[config.mk]
export PLATFORM = sky130hd
export DESIGN_NAME = inst_decode_queue
export DESIGN_NICKNAME = d
export VERILOG_FILES = /design/src/rtl/inst_decode_queue.sv
export SDC_FILE = /design/constraint.sdc
export NUM_CORES = 1
export LEC_CHECK = 0
export ABC_AREA = 0
export ABC_CLOCK_PERIOD_IN_PS = 2150
export CORE_ASPECT_RATIO = 0.8
export CORE_UTILIZATION = 30
export DETAILED_ROUTE_END_ITERATION = 7
export HOLD_SLACK_MARGIN = 0.06
export PLACE_DENSITY_LB_ADDON = 0.08
export SLEW_MARGIN = 30
export SYNTH_ARGS = -nofsm -noshare
export SYNTH_HDL_FRONTEND = slang
export SYNTH_SLANG_ARGS = --single-unit
[constraint.sdc]
create_clock -name clk -period 2.15 [get_ports clk]
set_input_delay 0.43 -clock clk [delete_from_list [all_inputs] [get_ports clk]]
set_output_delay 0.43 -clock clk [all_outputs]
set_load 0.005 [all_outputs]
[src/rtl/inst_decode_queue.sv]
// inst_decode_queue: IF/ID instruction queue presenting decoded MIPS fields of the head entry
module inst_decode_queue #(
  parameter int DEPTH = 2,
  parameter int XLEN  = 32,
  parameter int CNT_W = 16
) (
  input  logic             clk,
  input  logic             rst_n,
  input  logic             in_valid,
  output logic             in_ready,
  input  logic [31:0]      in_inst,
  input  logic [XLEN-1:0]  in_pc,
  input  logic             flush,
  output logic             out_valid,
  input  logic             out_ready,
  output logic [4:0]       rs,
  output logic [4:0]       rt,
  output logic [4:0]       rd,
  output logic [4:0]       shamt,
  output logic [5:0]       opcode,
  output logic [5:0]       funct,
  output logic [15:0]      imm16,
  output logic [XLEN-1:0]  imm_ext,
  output logic [XLEN-1:0]  jump_target,
  output logic [XLEN-1:0]  out_pc,
  output logic [2:0]       count,
  output logic [CNT_W-1:0] stall_cnt
);
  localparam int PW = DEPTH > 1 ? $clog2(DEPTH) : 1;
  logic [31:0]      inst_q [DEPTH];
  logic [31:0]      inst_d [DEPTH];
  logic [XLEN-1:0]  pc_q [DEPTH];
  logic [XLEN-1:0]  pc_d [DEPTH];
  logic [PW-1:0]    rd_ptr_q, rd_ptr_d, wr_ptr_q, wr_ptr_d;
  logic [2:0]       count_q, count_d;
  logic [CNT_W-1:0] stall_q, stall_d;
  logic             push, pop, zero_ext;
  logic [31:0]      head;
  logic [XLEN-1:0]  pc_plus4;

  function automatic logic [PW-1:0] nxt(input logic [PW-1:0] p);
    return (p == PW'(DEPTH - 1)) ? '0 : p + 1'b1;
  endfunction

  assign in_ready  = count_q != 3'(DEPTH);
  assign out_valid = count_q != 3'd0;
  assign push      = in_valid && in_ready && !flush;
  assign pop       = out_valid && out_ready && !flush;
  assign count     = count_q;
  assign stall_cnt = stall_q;

  // next-state: write at wr_ptr, advance pointers, track occupancy; flush wins
  always_comb begin
    inst_d   = inst_q;
    pc_d     = pc_q;
    wr_ptr_d = push ? nxt(wr_ptr_q) : wr_ptr_q;
    rd_ptr_d = pop ? nxt(rd_ptr_q) : rd_ptr_q;
    count_d  = count_q + 3'(push) - 3'(pop);
    stall_d  = (in_valid && !in_ready && !(&stall_q)) ? stall_q + 1'b1 : stall_q;
    if (push) begin
      inst_d[wr_ptr_q] = in_inst;
      pc_d[wr_ptr_q]   = in_pc;
    end
    if (flush) begin
      wr_ptr_d = '0;
      rd_ptr_d = '0;
      count_d  = '0;
    end
  end

  // state registers; reset clears storage so idle field outputs read 0
  always_ff @(posedge clk or negedge rst_n) begin
    if (!rst_n) begin
      inst_q   <= '{default: '0};
      pc_q     <= '{default: '0};
      wr_ptr_q <= '0;
      rd_ptr_q <= '0;
      count_q  <= '0;
      stall_q  <= '0;
    end else begin
      inst_q   <= inst_d;
      pc_q     <= pc_d;
      wr_ptr_q <= wr_ptr_d;
      rd_ptr_q <= rd_ptr_d;
      count_q  <= count_d;
      stall_q  <= stall_d;
    end
  end

  assign head        = inst_q[rd_ptr_q];
  assign out_pc      = pc_q[rd_ptr_q];
  assign opcode      = head[31:26];
  assign rs          = head[25:21];
  assign rt          = head[20:16];
  assign rd          = head[15:11];
  assign shamt       = head[10:6];
  assign funct       = head[5:0];
  assign imm16       = head[15:0];
  assign zero_ext    = (opcode == 6'h0C) || (opcode == 6'h0D) || (opcode == 6'h0E);
  assign imm_ext     = zero_ext ? XLEN'(imm16) : {{(XLEN-16){imm16[15]}}, imm16};
  assign pc_plus4    = out_pc + XLEN'(4);
  assign jump_target = (pc_plus4 & ~XLEN'(32'h0FFF_FFFF)) | XLEN'({head[25:0], 2'b00});
endmodule

==> results of run 1 <==
-- through the flow --
| stage | setup TNS [ns] | setup WS, ns | cells | instance area (um2) |
|---|---|---|---|---|
| floorplan | -0.01695 | -0.001130 | 563 | 7438 |
| global placement | -11.77 | -0.6586 | 1079 | 10060 |
| detailed placement | -13.14 | -0.6823 | 1079 | 10060 |
| CTS | -45.58 | -0.7344 | 1155 | 11100 |
| global route | -60.17 | -0.8203 | 1173 | 11450 |
| finish | -52.36 | -0.6931 | 1174 | 11450 |
-- synthesized netlist by cell type (2+ instances only) --
cell,instances,area (um2)
nor2b_1,4,25.02
mux2_2,91,1025
a22o_1,2,17.52
and3_1,6,37.54
and2_1,3,18.77
xnor2_1,13,113.9
nor2_1,7,26.28
nand2_1,19,71.32
mux2_1,98,1104
ha_1,3,37.54
buf_2,13,65.06
nand2_2,2,12.51
nor4_2,2,25.02
buf_4,82,615.6
nand4_1,7,43.79
nand3_1,15,75.07
xor2_1,9,78.83
nand2b_1,2,12.51
inv_1,2,7.510
dfrtp_1,149,3729
nand4b_1,3,26.28
nor3_2,4,40.04
a21o_1,4,30.03
nor3_1,5,25.02
-- layout by cell type (no fill, tap or decap), types with 5 or more instances in the layout --
cell / instances
xor2_1: 9
nand4_1: 7
clkbuf_16: 17
clkbuf_2: 43
buf_4: 63
nand2_1: 14
dfrtp_1: 148
clkdlybuf4s50_1: 86
xnor2_1: 12
and3_1: 6
mux2_1: 97
buf_2: 19
nor3_2: 5
nand3_1: 15
buf_6: 120
buf_12: 15
mux2_2: 53
mux2_4: 39
nor2_1: 5
inv_6: 5
-- layer usage --
layer | vias to the layer above | part of all wire
met1 | 2674 | 0.46
met4 | 0 | 0.0099
met2 | 134 | 0.48
li1 | 2471 | -
met5 | - | 0
met3 | 15 | 0.056
-- worst paths after layout --
check	slack (ns)	cells after the start	to	start
worst min-delay path	0.48	1	inst_q[49]	inst_q[49]
worst max-delay path	-0.69	10	jump_target[31]	rd_ptr_q
worst max register to register	0.05	10	count[2]	count[2]
max in group asynchronous	0.89	3	stall_cnt[15]	rst_n
min in group asynchronous	0.52	2	inst_q[22]	rst_n
worst min register to register	0.48	1	inst_q[49]	inst_q[49]
-- sequential cells by signal, indices dropped and copies added (netlist names) --
name and count:
inst_q 64, pc_q 64, rd_ptr_q 1, count 3, stall_cnt 16, wr_ptr_q 1
-- power by group through the flow --
stage	logic, uW	registers (uW)	clock network (uW)
2_1_floorplan	4080	4500	0
3_3_place_gp	7640	4660	0
3_5_place_dp	7700	4690	0
4_1_cts	8290	4660	2910
5_1_grt	9850	4840	3020
6_report	9170	4670	2800
-- kinds of logic after synthesis --
group | after synthesis | share of synthesized area
AOI/OAI and AO/OA | 12 | 0.01466
muxes | 189 | 0.2866
adders and majority gates | 4 | 0.007750
DFF | 149 | 0.5020
and+or+nand+nor | 86 | 0.06789
xor gates and xnor gates | 22 | 0.02594
other | 1 | 0.0005049
buffers and inverters | 99 | 0.09468
-- final cells by class --
type	instances	area share
tap	318	0.03475
antenna	1	0.0002185
timing repair buffer	356	0.2995
inverter	2	0.0006556
multi-input combinational	316	0.2912
clock buffer	17	0.03715
sequential	149	0.3259
clock inverter	15	0.01060
-- repair_timing --
action	4_1_cts	5_1_grt
buffers inserted	42	22
hold endpoints to repair	49	0
hold buffers	1	0
setup endpoints to repair	144	139
pin swaps	18	8
gates cloned	2	0
resized for setup	568	163
==> impl_metrics.csv, run 1 <==
group,metric,value,unit
setup_path,path_cells,"buf_6, buf_6, buf_4, buf_6, mux2_4, nand2_2, nor4_4, buf_4, xor2_1, buf_2",
setup_path,crit_path_frequent_cell,"buf_6",
sta,hold_ws,0.4825,ns
die,coreArea,24310,um2
power_and_ir_drop,power,16640,uW
yosys,postSynthAreaPerCell,13.22,um2
clock_tree,clkTransAtPathRegs,0.07,ns
run_status,violations,"negative setup slack",
global_route,grt_pass1_vias,5577,
global_route,use_met2,0.2490,
routing,ant_nets,0,
place,portBuffers,231,
yosys,synth.distinct_cells,41,
global_route,overflow,0,
yosys,async_reset_ff_frac,1.000,
layout,n_fill_cell,2181,
yosys,syn_inst,562,
power_and_ir_drop,p_per_area,1453,nW/um2
layout,drive_gt1_frac,0.4982,
power_and_ir_drop,switchingPower,5291,uW
clock_tree,cts_inserted_buffers,17,
die,die_y,142.7,um
global_route,grt_max_degree,59,
routing,drtIter0Drc,108,
setup_path,slowest_delay,0.50,ns
clock_tree,clockBufferDepth,2,
setup_path,cp_slowest_cell,"dfrtp_4",
layout,multiInputGateArea,3334,um2
yosys,ys_ff_latch,149,
power_and_ir_drop,seq_power_share,0.281,
setup_path,crit_path_end_kind,"output port",
hold_path,hold_path_class,"reg -> reg",
clock_tree,h-tree-depth,4,
yosys,netlist_area,7427,um2
yosys,ys_warn_count,0,
global_route,grtUsageMet3,0.04207,
sta,finalWorstSetupSlack,-0.6931,ns
setup_path,path_buf_inv,6,
job,maxCapViolCount,0,
power_and_ir_drop,p_int,11350,uW
sta,fin_crit,2.843,ns
global_route,antenna_found_initial,0,
setup_path,arrival,2.41,ns
place,gp_congestion,0.8293,
run_status,status,"complete, but fails checks",
sta,finalSetupViolCount,132,
setup_path,cp-start-kind,"register",
clock_tree,clockRootBuffer,"clkbuf_16",
global_route,grt_pass1_wl,30.41,mm
power_and_ir_drop,p_sw_frac,0.3179,
sta,worst_pin_slew,0.5133,ns
routing,drt-total-wl,19.81,mm
die,die_x,177.9,um
routing,drt_first_pass_iters,4,
global_route,track_usage,0.1568,
die,pin_count,234,
die,start_util,0.3055,
sta,hold_violations,0,
layout,ff_latch_area,3732,um2
sta,drv_slew,0,
sta,fmaxAchievable,351.7,MHz
power_and_ir_drop,power_frac_clock,0.168,
power_and_ir_drop,p_leak,0.005249,uW
setup_path,criticalPathCategory,"reg -> out",
sta,max-slew-margin-rel,0.6578,
sta,post-route-period-util,1.322,
routing,vias,5294,
yosys,ys_seq_area_frac,0.5020,
die,rows,51,
place,dp_hpwl,13.55,mm
setup_path,path_delay_family,"buffers and inverters",
setup_path,required,1.72,ns
yosys,synth_edf_count,0,
global_route,grt.busiest_layer,"met2",
yosys,synth-main-ff-cell,"dfrtp_1",
power_and_ir_drop,combPwrFrac,0.551,
sta,skew,0.01502,ns
layout,fin_nets,915,
die,dieArea,25390,um2
routing,vias_per_cell,4.509,
routing,remaining_drc_errors,0,
layout,area_delta_synth_final,54.18,%
layout,final_util,0.4710,
power_and_ir_drop,vdd_drop_max,0.6908,mV
clock_tree,worstSkewPairLatency,0.43,ns
clock_tree,cts_tree,"yes",
sta,grt_setup_unrepaired,"yes",
routing,avgRoutedWirePerCell,16.87,um
global_route,grtUsageMet1,0.2079,
setup_path,crit_path_max_fanout,5,
clock_tree,cts_sinks,149,
(Power assumes the default switching activity.)
==> run 2: changes to the inputs <==
--- a/config.mk
+++ b/config.mk
@@ -16,3 +16,4 @@
 export SYNTH_ARGS = -nofsm -noshare
 export SYNTH_HDL_FRONTEND = slang
 export SYNTH_SLANG_ARGS = --single-unit
+export TNS_END_PERCENT = 30
==> constraint.sdc (replaced) <==
create_clock -name clk -period 2.15 [get_ports clk]
set_input_delay 0.43 -clock clk [delete_from_list [all_inputs] [get_ports clk]]
set_output_delay 0.43 -clock clk [all_outputs]
set_load 0.02 [all_outputs]
==> run 2 against run 1 <==
Cell count down 5.8%. Critical endpoint is now jump_target[29]. Clock power about the same. Die area unchanged. First-iteration DRC count is 82% higher. Clock skew is 0.0045 ns lower. Design area is 8.8% lower. Via count is 6.2% lower. The run still ends with negative setup slack left. Register-to-register slack worse by 0.08 ns. Non-clock buffer count is 67 lower.
==> impl_metrics.csv, run 2 (same netlist as run 1, synthesis figures left out) <==
group,metric,value,unit
setup_path,criticalPathCategory,"reg -> out",
die,start_util,0.3055,
clock_tree,clockRootBuffer,"clkbuf_16",
global_route,grt_pass1_vias,5309,
sta,drv_slew,0,
routing,vias_per_cell,4.492,
die,die_x,177.9,um
die,dieArea,25390,um2
layout,drive_gt1_frac,0.3223,
setup_path,crit_path_max_fanout,14,
setup_path,path_cells,"buf_4, and4b_1, a22oi_1, a21o_1, nor3_2, xor2_1, buf_4",
sta,hold_ws,0.4817,ns
sta,hold_violations,0,
sta,grt_setup_unrepaired,"yes",
sta,max-slew-margin-rel,0.6157,
routing,drt_first_pass_iters,4,
job,maxCapViolCount,0,
clock_tree,cts_tree,"yes",
sta,finalWorstSetupSlack,-0.5237,ns
setup_path,required,1.72,ns
layout,layout_common_cells,"146 x dfrtp_1, 99 x dlygate4sd2_1, 97 x mux2_1",
clock_tree,cts_inserted_buffers,17,
power_and_ir_drop,p_per_area,1548,nW/um2
setup_path,cp-start-kind,"register",
sta,worst_pin_slew,0.5764,ns
sta,finalSetupViolCount,122,
global_route,grt_pass1_wl,29.36,mm
power_and_ir_drop,switchingPower,6629,uW
power_and_ir_drop,p_sw_frac,0.4098,
clock_tree,cts_sinks,149,
layout,antenna_cells,0,
routing,avgRoutedWirePerCell,16.78,um
global_route,overflow,0,
power_and_ir_drop,seq_power_share,0.288,
global_route,track_usage,0.1514,
power_and_ir_drop,combPwrFrac,0.537,
sta,fin_crit,2.674,ns
global_route,antenna_found_initial,1,
sta,skew,0.01054,ns
setup_path,crit_path_end_kind,"output port",
sta,post-route-period-util,1.244,
die,rows,51,
run_status,violations,"negative setup slack",
sta,fmaxAchievable,374.0,MHz
die,die_y,142.7,um
routing,ant_nets,0,
power_and_ir_drop,p_int,9549,uW
power_and_ir_drop,power_frac_clock,0.174,
die,pin_count,234,
routing,drt-total-wl,18.56,mm
power_and_ir_drop,p_leak,0.004626,uW
layout,layout_commonest_cell,"dfrtp_1",
place,gp_congestion,0.7789,
routing,vias,4968,
routing,remaining_drc_errors,0,
place,dp_slack,-0.6492,ns
clock_tree,clockBufferDepth,2,
run_status,status,"complete, but fails checks",
setup_path,crit_path_frequent_cell,"buf_4",
setup_path,slowest_delay,0.51,ns
place,portBuffers,231,
power_and_ir_drop,vdd_drop_max,0.8557,mV
layout,area_delta_synth_final,40.68,%
clock_tree,clkTransAtPathRegs,0.06,ns
global_route,grt_max_degree,102,
layout,fin_nets,848,
place,dp_hpwl,13.34,mm
hold_path,hold_path_class,"reg -> reg",
place,dpl_cell_area,10000,um2
clock_tree,h-tree-depth,4,
setup_path,arrival,2.24,ns
clock_tree,worstSkewPairLatency,0.42,ns
setup_path,cp_slowest_cell,"dfrtp_4",
routing,drtIter0Drc,197,
layout,design_area,10450,um2
die,coreArea,24310,um2
run 2: cell count changes in the layout (fill, tap and decap cells not counted), moves of 5 or more:
cell,change
dlygate4sd2_1,+97
clkbuf_2,-39
mux2_4,-34
buf_12,-5
buf_6,-115
mux2_2,+34
run 2: final cells by class:
cell class,instances,area (um2)
fillers,2279,13860
repair buffers,289,2626
clock inverters,14,116.4
flip-flops and latches,149,3735
multi-input cells,316,3127
clock buffers,18,439.2
well taps,318,397.9
inverters,2,7.507
run 2: final timing paths:
check	startpoint	to	slack (ns)	cells after the start
max	rd_ptr_q	jump_target[29]	-0.52	7
min reg2reg	inst_q[41]	inst_q[41]	0.48	1
min in group asynchronous	rst_n	pc_q[18]	0.53	3
min	inst_q[41]	inst_q[41]	0.48	1
max reg2reg	count[1]	count[2]	-0.03	10
max in group asynchronous	rst_n	rd_ptr_q	1.04	3
run 2: per-layer routing:
layer	part of all wire	GRT usage	routed length, um
met1	0.47	0.2053	8717
met5	0.00059	0	11
met3	0.055	0.03807	1023
met2	0.47	0.2384	8635
met4	0.0092	0.04184	170
run 2: power groups by stage:
stage / registers [uW] / logic, uW / clock network, uW
floorplan: 4550 / 6250 / 0
global route: 4830 / 9340 / 3070
detailed placement: 4730 / 9780 / 0
CTS: 4670 / 8850 / 2940
finish: 4660 / 8700 / 2820
global placement: 4670 / 9740 / 0
run 2: worst max-delay path, delay by kind of cell, from the launching register on:
| family | cells | cell delay (ns) |
|---|---|---|
| AOI/OAI and AO/OA | 2 | 0.27 |
| and+or+nand+nor | 2 | 0.51 |
| DFF | 1 | 0.51 |
| buffers and inverters | 2 | 0.36 |
| xor gates and xnor gates | 1 | 0.17 |
run 2: through the flow:
step / util / total power, uW / std cells / setup TNS [ns]
2_1_floorplan: - / 10800 / 563 / -0.04264
3_3_place_gp: 0.4115 / 14410 / 1069 / -24.55
3_5_place_dp: 0.4115 / 14510 / 1069 / -29.02
4_1_cts: 0.4299 / 16460 / 1106 / -34.48
5_1_grt: 0.4298 / 17240 / 1106 / -39.62
6_report: 0.4298 / 16180 / 1106 / -31.48
run 2: timing repair:
| action | CTS | global route |
|---|---|---|
| hold buffers | 1 | 0 |
| cloned | 1 | 0 |
| endpoints found under the hold margin | 48 | 0 |
| resized for setup | 308 | 10 |
| pin swaps | 8 | 1 |
| buffers inserted | 3 | 0 |
| setup endpoints to repair | 145 | 131 |
